--- src/rtl/wb_serial_master_pkg.sv ---
// Shared definitions for the byte-stream to Wishbone bridge.
// Contents: FSM state encoding, transfer width codes, response byte codes,
// and a helper that maps a width code to its byte count.
package wb_serial_master_pkg;

    typedef enum logic [2:0] {
        ST_CMD,
        ST_ADDR,
        ST_WDATA,
        ST_REQ,
        ST_WAIT,
        ST_RESP
    } state_t;

    localparam logic [1:0] W8    = 2'b00;
    localparam logic [1:0] W16   = 2'b01;
    localparam logic [1:0] W32   = 2'b10;
    localparam logic [1:0] W_BAD = 2'b11;

    localparam logic [7:0] RESP_OK  = 8'hAA;
    localparam logic [7:0] RESP_ERR = 8'hEE;

    function automatic logic [2:0] width_bytes(input logic [1:0] w);
        case (w)
            W8:      width_bytes = 3'd1;
            W16:     width_bytes = 3'd2;
            default: width_bytes = 3'd4;
        endcase
    endfunction

endpackage

--- src/rtl/wb_serial_master_shifter.sv ---
// Response serialiser: loads up to four bytes in one cycle and presents them
// LSB first on a valid/ready byte interface.
// Ports:
//   clk, reset          clock, synchronous active-high reset
//   load                capture load_data/load_count (overrides shifting)
//   load_data[31:0]     bytes to send, byte 0 first
//   load_count[2:0]     number of bytes to send (1..4)
//   tx_valid/tx_data    byte output
//   tx_ready            sink accepts tx_data when tx_valid & tx_ready
//   last                the byte currently presented is the final one
module wb_serial_master_shifter (
    input  logic        clk,
    input  logic        reset,
    input  logic        load,
    input  logic [31:0] load_data,
    input  logic [2:0]  load_count,
    output logic        tx_valid,
    output logic [7:0]  tx_data,
    input  logic        tx_ready,
    output logic        last
);

    logic [31:0] data;
    logic [2:0]  count;

    always_ff @(posedge clk) begin
        if (reset) begin
            data  <= '0;
            count <= '0;
        end else if (load) begin
            data  <= load_data;
            count <= load_count;
        end else if (tx_valid && tx_ready) begin
            data  <= {8'h00, data[31:8]};
            count <= count - 3'd1;
        end
    end

    assign tx_valid = (count != 3'd0);
    assign tx_data  = data[7:0];
    assign last     = (count == 3'd1);

endmodule

--- src/rtl/wb_serial_master.sv ---
// Byte-stream to Wishbone master bridge. Parses {cmd, addr bytes, data bytes}
// frames from a byte source, performs one 8/16/32-bit single access and sends
// the result (0xAA for writes, read data LSB first, 0xEE on error) to a byte sink.
// Ports:
//   clk, reset                        clock, synchronous active-high reset
//   i_rx_valid/i_rx_data/o_rx_ready   command byte input
//   o_tx_valid/o_tx_data/i_tx_ready   response byte output
//   o_wb_cyc/o_wb_stb/i_wb_stl/i_wb_ack  Wishbone handshake
//   o_we/o_width/o_addr/o_data/i_data    Wishbone access attributes and data
//   o_busy                            high whenever not waiting for a command
// Build option: define WB_MASTER_TIMEOUT_EN to abort an access that has not been
// acknowledged within TIMEOUT_CYCLES cycles and answer 0xEE.
module wb_serial_master
    import wb_serial_master_pkg::*;
#(
    parameter int ADDR_WIDTH     = 6,
    parameter int TIMEOUT_CYCLES = 255
) (
    input  logic                  clk,
    input  logic                  reset,
    input  logic                  i_rx_valid,
    input  logic [7:0]            i_rx_data,
    output logic                  o_rx_ready,
    output logic                  o_tx_valid,
    output logic [7:0]            o_tx_data,
    input  logic                  i_tx_ready,
    output logic                  o_wb_cyc,
    output logic                  o_wb_stb,
    input  logic                  i_wb_stl,
    input  logic                  i_wb_ack,
    output logic                  o_we,
    output logic [1:0]            o_width,
    output logic [ADDR_WIDTH-1:0] o_addr,
    output logic [31:0]           o_data,
    input  logic [31:0]           i_data,
    output logic                  o_busy
);

    localparam int         NA        = (ADDR_WIDTH + 7) / 8;
    localparam logic [1:0] LAST_ADDR = 2'(NA - 1);

    state_t              state;
    logic [1:0]          cnt;
    logic [NA*8-1:0]     addr_buf;
    logic [NA*8+7:0]     addr_shift;
    logic                rx_fire;
    logic                ack;
    logic                sh_load;
    logic [31:0]         sh_data;
    logic [2:0]          sh_count;
    logic                sh_last;
    logic                unused_bits;

`ifdef WB_MASTER_TIMEOUT_EN
    localparam int TW = $clog2(TIMEOUT_CYCLES + 1);
    logic [TW-1:0] tmo;
    logic          tmo_hit;
    assign tmo_hit = (tmo == TW'(1));
`else
    logic [7:0] unused_tmo;
    assign unused_tmo = 8'(TIMEOUT_CYCLES);
`endif

    assign rx_fire = i_rx_valid && o_rx_ready;
    // Only a clean sampled 1 is an ack; an undriven bus must not count.
    assign ack     = (i_wb_ack === 1'b1);
    // Address bytes arrive LSB first: shift each new byte in at the top.
    assign addr_shift = {i_rx_data, addr_buf};
    assign o_addr  = addr_buf[ADDR_WIDTH-1:0];
    assign o_busy  = (state != ST_CMD);
    assign unused_bits = ^{i_rx_data[6:2], addr_buf};

    // Response loading is decoded combinationally so the first TX byte is
    // presented in the same cycle the FSM enters RESP.
    always_comb begin
        sh_load  = 1'b0;
        sh_data  = {24'h0, RESP_ERR};
        sh_count = 3'd1;
        case (state)
            ST_CMD: begin
                if (rx_fire && i_rx_data[1:0] == W_BAD) sh_load = 1'b1;
            end
            ST_REQ, ST_WAIT: begin
                if (ack) begin
                    sh_load  = 1'b1;
                    sh_data  = o_we ? {24'h0, RESP_OK} : i_data;
                    sh_count = o_we ? 3'd1 : width_bytes(o_width);
                end
`ifdef WB_MASTER_TIMEOUT_EN
                else if (tmo_hit) begin
                    sh_load = 1'b1;
                end
`endif
            end
            default: ;
        endcase
    end

    always_ff @(posedge clk) begin
        if (reset) begin
            state      <= ST_CMD;
            cnt        <= '0;
            addr_buf   <= '0;
            o_we       <= 1'b0;
            o_width    <= W8;
            o_data     <= '0;
            o_wb_cyc   <= 1'b0;
            o_wb_stb   <= 1'b0;
            o_rx_ready <= 1'b0;
        end else begin
            case (state)
                ST_CMD: begin
                    o_rx_ready <= 1'b1;
                    if (rx_fire) begin
                        o_we    <= i_rx_data[7];
                        o_width <= i_rx_data[1:0];
                        o_data  <= '0;
                        cnt     <= '0;
                        if (i_rx_data[1:0] == W_BAD) begin
                            state      <= ST_RESP;
                            o_rx_ready <= 1'b0;
                        end else begin
                            state <= ST_ADDR;
                        end
                    end
                end
                ST_ADDR: begin
                    if (rx_fire) begin
                        addr_buf <= addr_shift[NA*8+7:8];
                        if (cnt == LAST_ADDR) begin
                            cnt <= '0;
                            if (o_we) begin
                                state <= ST_WDATA;
                            end else begin
                                state      <= ST_REQ;
                                o_rx_ready <= 1'b0;
                                o_wb_cyc   <= 1'b1;
                                o_wb_stb   <= 1'b1;
                            end
                        end else begin
                            cnt <= cnt + 2'd1;
                        end
                    end
                end
                ST_WDATA: begin
                    if (rx_fire) begin
                        o_data[{cnt, 3'b000} +: 8] <= i_rx_data;
                        if ({1'b0, cnt} == width_bytes(o_width) - 3'd1) begin
                            cnt        <= '0;
                            state      <= ST_REQ;
                            o_rx_ready <= 1'b0;
                            o_wb_cyc   <= 1'b1;
                            o_wb_stb   <= 1'b1;
                        end else begin
                            cnt <= cnt + 2'd1;
                        end
                    end
                end
                ST_REQ: begin
                    if (sh_load) begin
                        state    <= ST_RESP;
                        o_wb_cyc <= 1'b0;
                        o_wb_stb <= 1'b0;
                    end else if (!i_wb_stl) begin
                        state    <= ST_WAIT;
                        o_wb_stb <= 1'b0;
                    end
                end
                ST_WAIT: begin
                    if (sh_load) begin
                        state    <= ST_RESP;
                        o_wb_cyc <= 1'b0;
                    end
                end
                ST_RESP: begin
                    if (sh_last && o_tx_valid && i_tx_ready) begin
                        state      <= ST_CMD;
                        o_rx_ready <= 1'b1;
                    end
                end
                default: state <= ST_CMD;
            endcase
        end
    end

`ifdef WB_MASTER_TIMEOUT_EN
    // Down-counter armed outside the bus phase, counting through REQ and WAIT.
    always_ff @(posedge clk) begin
        if (reset || (state != ST_REQ && state != ST_WAIT)) begin
            tmo <= TW'(TIMEOUT_CYCLES);
        end else begin
            tmo <= tmo - TW'(1);
        end
    end
`endif

    wb_serial_master_shifter u_shifter (
        .clk        (clk),
        .reset      (reset),
        .load       (sh_load),
        .load_data  (sh_data),
        .load_count (sh_count),
        .tx_valid   (o_tx_valid),
        .tx_data    (o_tx_data),
        .tx_ready   (i_tx_ready),
        .last       (sh_last)
    );

endmodule

--- config.mk ---
export PLATFORM = sky130hd
export DESIGN_NAME = wb_serial_master
export DESIGN_NICKNAME = d
export VERILOG_FILES = /design/src/rtl/wb_serial_master_pkg.sv /design/src/rtl/wb_serial_master_shifter.sv /design/src/rtl/wb_serial_master.sv
export SDC_FILE = /design/constraint.sdc
export NUM_CORES = 1
export LEC_CHECK = 0
export CAP_MARGIN = 10
export CORE_MARGIN = 2
export CORE_UTILIZATION = 45
export DETAILED_ROUTE_END_ITERATION = 10
export PLACE_DENSITY_LB_ADDON = 0.2
export SLEW_MARGIN = 20
export SYNTH_ARGS = -nofsm -noshare
export SYNTH_HDL_FRONTEND = slang
export SYNTH_SLANG_ARGS = --single-unit
--- constraint.sdc ---
create_clock -name clk -period 3 [get_ports clk]
set_input_delay 0.9 -clock clk [delete_from_list [all_inputs] [get_ports clk]]
set_output_delay 0.9 -clock clk [all_outputs]
set_load 0.02 [all_outputs]
Yosys cells after proc, flatten, opt, wreduce, memory -nomap -nowiden
Cells that the tools add are included.
{"block": "word_totals", "register_bits": 84, "in_bits": 46, "output_inout_bits": 54, "wordCells": 120}
{"block": "op_classes", "n_addsub": 4, "eq_ne": 20, "n_shift": 2, "n_mux": 58, "reduce_logical": 25}
{"op": "$mux W32", "count": 7}
{"op": "$pmux W32 S2", "count": 1}
{"op": "$mux W3", "count": 18}
{"op": "$bwmux W32", "count": 1}
{"op": "$shift A8 B7 Y32 const A", "count": 1}
{"op": "$shiftx A8 B7 Y32", "count": 1}
{"op": "$reduce_and A7 Y1", "count": 3}
{"op": "$mux W1", "count": 19}
{"op": "$pmux W3 S6", "count": 1}
{"op": "$ne A2 B2 Y1 const B", "count": 8}
{"op": "$reduce_bool A3 Y1", "count": 5}
{"op": "$mux W2", "count": 5}
{"op": "$reduce_and A8 Y1", "count": 1}
{"op": "$neg A5 Y7", "count": 1}
{"op": "$eq A3 B1 Y1 const B", "count": 2}
{"op": "$eq A3 B2 Y1 const B", "count": 2}
{"op": "$eq A3 B3 Y1 const B", "count": 2}
{"op": "$pmux W1 S3", "count": 2}
{"op": "$pmux W2 S3", "count": 1}
{"op": "$pmux W3 S2", "count": 1}
{"op": "$sub A3 B1 Y3 const B", "count": 2}
{"op": "$logic_and A1 B1 Y1", "count": 5}
{"op": "$logic_not A2 Y1", "count": 2}
{"op": "$pmux W1 S4", "count": 1}
{"op": "15 further kinds", "count": 17}

Longest topological paths before layout
{"block": "depth", "ltp_word": 10, "ltp_mapped": 9, "mapped_depth_nobuf": 8}

By module
Synthesis repeated with hierarchy kept, for this count alone.
{"block": "hier_totals", "hier_cells": 498, "hier_area_um2": 4367.9}
{"mod": "wb_serial_master", "instances": 1, "cells_per_inst": 288, "area_per_inst_um2": 2464.9, "seq_area_each_um2": 980.9}
{"mod": "wb_serial_master_shifter", "instances": 1, "cells_per_inst": 210, "area_per_inst_um2": 1903.1, "seq_area_each_um2": 700.7}

Least setup slack after synthesis
Ideal clock, no wire load.
{"block": "synth_path", "kind": "register -> register", "from": "register o_width[0]", "to": "register o_rx_ready", "setup_ns": 0.123, "arrival_time_ns": 2.130, "t_required_ns": 2.877, "slack_ns": 0.747, "path_stages_with_launch": 9, "path_buffers": 0, "synth_period_minus_slack_ns": 2.253, "cell_sequence": "dfxtp_1 -> nor2_1 -> inv_1 -> ha_1 -> xor2_1 -> or3_1 -> o311ai_4 -> a2111oi_4 -> mux2_1"}
{"block": "synth_via", "elab_chain_len": 9, "word_cells_on_any_way": 10, "cone_classes": "add/sub (1); eq/ne (3); mux (4); reduce/logical (2)"}
{"element": "from (decl)", "line_no": "wb_serial_master.sv:32", "text": "output logic [1:0] o_width,"}
{"element": "from (signal assigned)", "line_no": "wb_serial_master.sv:116", "text": "o_width <= i_rx_data[1:0];"}
{"element": "$eq A2 B1 Y1 or $logic_not A2 Y1 (tied branches)", "line_no": "wb_serial_master_pkg.sv:24", "text": "case (w)"}
{"element": "$pmux W3 S2 *", "line_no": "wb_serial_master_pkg.sv:24"}
{"element": "$mux W3 *", "line_no": "wb_serial_master.sv:146", "text": "if (rx_fire) begin"}
{"element": "$mux W3 *", "line_no": "wb_serial_master.sv:111", "text": "case (state)"}
{"element": "$mux W3 *", "line_no": "wb_serial_master.sv:100", "text": "if (reset) begin"}
{"element": "$sub A3 B1 Y3 *", "line_no": "wb_serial_master.sv:148", "text": "if ({1'b0, cnt} == width_bytes(o_width) - 3'd1) begin"}
{"element": "$eq A2 B3 Y1 *", "line_no": "wb_serial_master.sv:148"}
{"element": "$ne A2 B2 Y1 (no source line) *"}
{"element": "$reduce_and A7 Y1 (no source line) *"}
{"element": "to (signal assigned)", "line_no": "wb_serial_master.sv:136", "text": "o_rx_ready <= 1'b0;"}
{"element": "to (signal assigned)", "line_no": "wb_serial_master.sv:151", "text": "o_rx_ready <= 1'b0;"}
{"element": "to (signal assigned)", "line_no": "wb_serial_master.sv:178", "text": "o_rx_ready <= 1'b1;"}
{"element": "to (decl)", "line_no": "wb_serial_master.sv:23", "text": "output logic o_rx_ready,"}
Mark *: on every way between the ends. The rest lies on a longest branch, timed or not. The select of a mux whose other input is x is not followed.
A chain may end at the register's enable or synchronous reset.

Final worst setup path
{"block": "layout_path", "from": "register u_shifter.count[0]", "to": "output o_tx_valid"}
{"block": "layout_via", "elab_chain_len": 1}
{"element": "from (decl)", "line_no": "wb_serial_master_shifter.sv:24", "text": "logic [2:0] count;"}
{"element": "from (signal assigned)", "line_no": "wb_serial_master_shifter.sv:32", "text": "count <= load_count;"}
{"element": "from (signal assigned)", "line_no": "wb_serial_master_shifter.sv:35", "text": "count <= count - 3'd1;"}
{"element": "$reduce_bool A3 Y1", "line_no": "wb_serial_master_shifter.sv:39", "text": "assign tx_valid = (count != 3'd0);"}
{"element": "to (decl)", "line_no": "wb_serial_master.sv:24", "text": "output logic o_tx_valid,"}
Every way passes these cells.

==> Flow_metrics.wiki <==
{| class="wikitable"
! Metric !! Value
|-
| Final nets || 594
|-
| Startpoint of the tightest hold check path || u_shifter.data[24]$_SDFFE_PP0P_
|-
| Cell count after synthesis || 450
|-
| Residual antenna-violating net count after detailed routing || 0
|-
| Sum of met3 wire segment lengths after detailed routing || 611 um
|-
| Die height || 97.80 um
|-
| Synth async-reset ratio || 0%
|-
| Crit-path max FO || 7
|-
| Slack of the worst reg-to-reg path || 0.63 ns
|-
| Signed area change from the synthesized netlist to the final layout || 31.76%
|-
| Count of unique library cells instantiated by Yosys || 60
|-
| Startpoint-to-endpoint class of the critical path || reg -> out
|-
| Hold-critical path endpoint || u_shifter.data[24]$_SDFFE_PP0P_
|-
| Number of H-tree levels || 3
|-
| Switching part of the total || 37.68%
|-
| Half-perimeter wire length after placement || 7.344 mm
|-
| Clock buffer count from CTS || 9
|-
| Total of endpoints with negative setup slack in the final report || 0
|-
| Number of global-route vias before repair || 3513
|-
| Combined area of all synthesized cells || 3959 um^2
|-
| Startpoint type of the worst setup path || register
|-
| Design area || 5216 um^2
|-
| Sequential-to-total area share from yosys stat || 42.48%
|-
| Fin Clk Skew || 0.006406 ns
|-
| Total length of routed met2 wires || 4.862 mm
|-
| Post-route DRC violation count || 0
|-
| Met1 wire length || 5.143 mm
|-
| Number of resized instances in the post-cts repair step || 0
|-
| Die ar. || 9564 um^2
|-
| Leading cell types in the layout, fill and taps excluded || clkdlybuf4s50_1 (98), dfxtp_1 (84), nor2_1 (82), a32oi_1 (33), nand2_1 (31)
|-
| Clock net sink count || 84
|-
| Actual transition at the worst max-transition pin || 0.7233 ns
|-
| Routed vias || 3640
|-
| Via density per instance || 5.583
|-
| Maximum clock insertion buffer count || 2
|-
| Max cap viols || 0
|-
| Worst Hold Path Cells || 2
|-
| Share of layout cells above drive strength 1 || 10.48%
|-
| Port bufs || 99
|-
| Max-slew violation count || 0
|-
| Commonest non-fill, non-tap cell in the layout || clkdlybuf4s50_1
|-
| Total power draw || 3.777 mW
|-
| Yosys Warn Count || 0
|-
| Number of synthesized flops with an enable pin || 0
|-
| Overall global routing resource usage || 22.52%
|-
| Placement Cell Area || 5017 um^2
|-
| Antenna Diode Count || 0
|-
| Number of cells on the worst reg-to-reg path || 9
|-
| GPL Wtd Cong || 0.8840
|-
| Relative slew slack || 51.66%
|-
| Clock-pin slew of the registers on the worst-case setup and hold paths || 0.09 ns
|-
| Static Leak || 1.923 nW
|-
| Terminus of the critical flop-to-flop path || o_rx_ready$_SDFFE_PP0P_
|-
| Share of the clock period used by the worst path || 92.15%
|-
| Power per Cell Area || 724.1 nW/um^2
|-
| CTS root buffer || clkbuf_8
|-
| Global-route congestion overflow total || 0
|-
| Critical path endpoint category || output port
|-
| CTS tree || yes
|-
| Avg WL per Cell || 16.57 um
|-
| Arrival time worst endpoint || 1.86 ns
|-
| Post-cts hold buffer count || 0
|-
| Floorplan die width || 97.80 um
|-
| Iteration-0 DRC Markers || 139
|-
| Setup Total Neg Slack || 0 ns
|-
| Sw Pwr || 1.423 mW
|-
| Post-route core utilization || 60.40%
|-
| Origin of the critical flop-to-flop path || o_width[0]$_SDFFE_PP0P_
|-
| Syn nets || 505
|-
| Core Region || 8636 um^2
|-
| Later-pin clock latency in the skew report || 0.36 ns
|-
| Final Hold Viols || 0
|-
| Worst IR Drop VDD || 0.0003212 V
|-
| Flop pwr share || 37.9%
|-
| Number of buffers added for setup after CTS || 0
|-
| Iteration count of the initial detailed-routing pass || 4
|-
| Initial antenna violation count || 0
|-
| Number of synthesized register bits || 84
|-
| Pin count of the biggest net entering global routing || 54
|-
| Max layer used || met4
|-
| Synth Area per Inst || 8.797 um^2
|-
| Internal power component || 2.354 mW
|-
| Req. time, crit path || 2.10 ns
|-
| F_max || 361.7 MHz
|-
| Routed wire length || 10.81 mm
|-
| Share of total power in the clock network || 20.9%
|-
| Wire length of the first global-routing pass || 17.62 mm
|-
| Classification of the worst-slack hold path || reg -> reg
|-
| Logic gate share of total power || 41.2%
|-
| Placement row count || 34
|-
| Shortest clock period the worst path allows after layout || 2.764 ns
|-
| Effective utilization at floorplan || 45.84%
|-
| RSZ-0062 raised after global routing || no
|-
| Outcome || finished, final reports clean
|-
| Primary flip-flop cell chosen by synthesis mapping || dfxtp_1
|-
| Ports || 100
|}
[worst max-delay path by stage]
stage	startpoint	to	slack [ns]	cells past startpoint
2_1_floorplan	o_width[0]$_SDFFE_PP0P_	o_rx_ready$_SDFFE_PP0P_	0.75	8
3_3_place_gp	i_rx_valid	o_data[17]$_SDFFE_PP0P_	0.24	6
3_5_place_dp	i_rx_valid	o_data[19]$_SDFFE_PP0P_	0.10	6
4_1_cts	u_shifter.count[0]$_SDFFE_PP0P_	o_tx_valid	0.25	4
5_1_grt	u_shifter.count[0]$_SDFFE_PP0P_	o_tx_valid	0.14	4
6_report	u_shifter.count[0]$_SDFFE_PP0P_	o_tx_valid	0.24	4
[power groups by stage]
stage	combinational (mW)	clock, mW	sequential (mW)
after floorplan	1.06	0	1.47
after global placement	1.52	0	1.45
after detailed placement	1.55	0	1.45
after CTS	1.56	0.810	1.43
after global routing	1.71	0.860	1.45
final	1.56	0.789	1.43
[flip-flops by register name, indices dropped and copies added (netlist names)]
| register | cells |
|---|---|
| o_rx_ready | 1 |
| u_shifter.data | 32 |
| cnt | 2 |
| o_wb_cyc | 1 |
| o_width | 2 |
| addr_buf | 6 |
| o_wb_stb | 1 |
| o_we | 1 |
| u_shifter.count | 3 |
| state | 3 |
| o_data | 32 |
[logic make-up after synthesis]
group	synth area share, %
and+or+nand+nor	23.17
AOI/OAI and AO/OA	22.22
DFF	42.48
buffers and inverters	6.132
muxes	2.307
adders and majority gates	2.845
xor gates and xnor gates	0.8535
[critical path, stage by stage, from the launching register on]
cell             delay [ns]
dfxtp_1                0.35
inv_1                  0.09
ha_1                   0.22
nand2b_1               0.21
clkdlybuf4s50_1        0.66
[through the flow]
step,hold WS (ns),setup slack (ns),instances
global route,0.4878,0.1408,652
CTS,0.4609,0.2451,652
floorplan,0.4367,0.7471,450
detailed placement,0.4474,0.1030,636
global placement,0.4450,0.2418,636
finish,0.4609,0.2355,652
[Yosys cell counts, drive strengths merged, types with 2 or more instances]
cell | count | area share (%)
o21ai | 12 | 2.2
or3 | 3 | 0.47
nor4 | 2 | 1.1
nand2 | 32 | 3.1
and3b | 2 | 0.44
or2 | 2 | 0.32
nand2b | 11 | 1.9
nand3 | 9 | 1.1
o32ai | 2 | 0.44
and2 | 3 | 0.47
buf | 23 | 3.8
nand4 | 5 | 0.79
a211o | 2 | 0.44
a221oi | 2 | 0.44
o311ai | 2 | 0.89
nor2 | 85 | 8.3
nor3 | 19 | 2.7
and3 | 6 | 0.95
xnor2 | 2 | 0.63
a2bb2oi | 18 | 4.0
a31oi | 3 | 0.47
a32oi | 33 | 7.3
nor2b | 2 | 0.32
dfxtp | 84 | 42
clkbuf | 15 | 1.4
mux2i | 8 | 2.0
a21oi | 25 | 3.3
ha | 9 | 2.8
o22ai | 5 | 0.79
inv | 9 | 0.85
[final cells by class]
type,instances,area (um^2)
repair buffers,116,1126
clock buffers,11,151.4
inverters,10,37.54
multi-input cells,318,2042
flip-flops and latches,84,1682
fillers,739,3420
clock inverters,5,42.54
well taps,108,135.1
[metal layers]
layer	vias up	global-route usage [%]
met2	101	34.11
met5	-	0
met4	0	6.303
li1	1796	-
met3	19	5.870
met1	1724	31.98
Note: power is estimated with default switching activity, not from simulation.
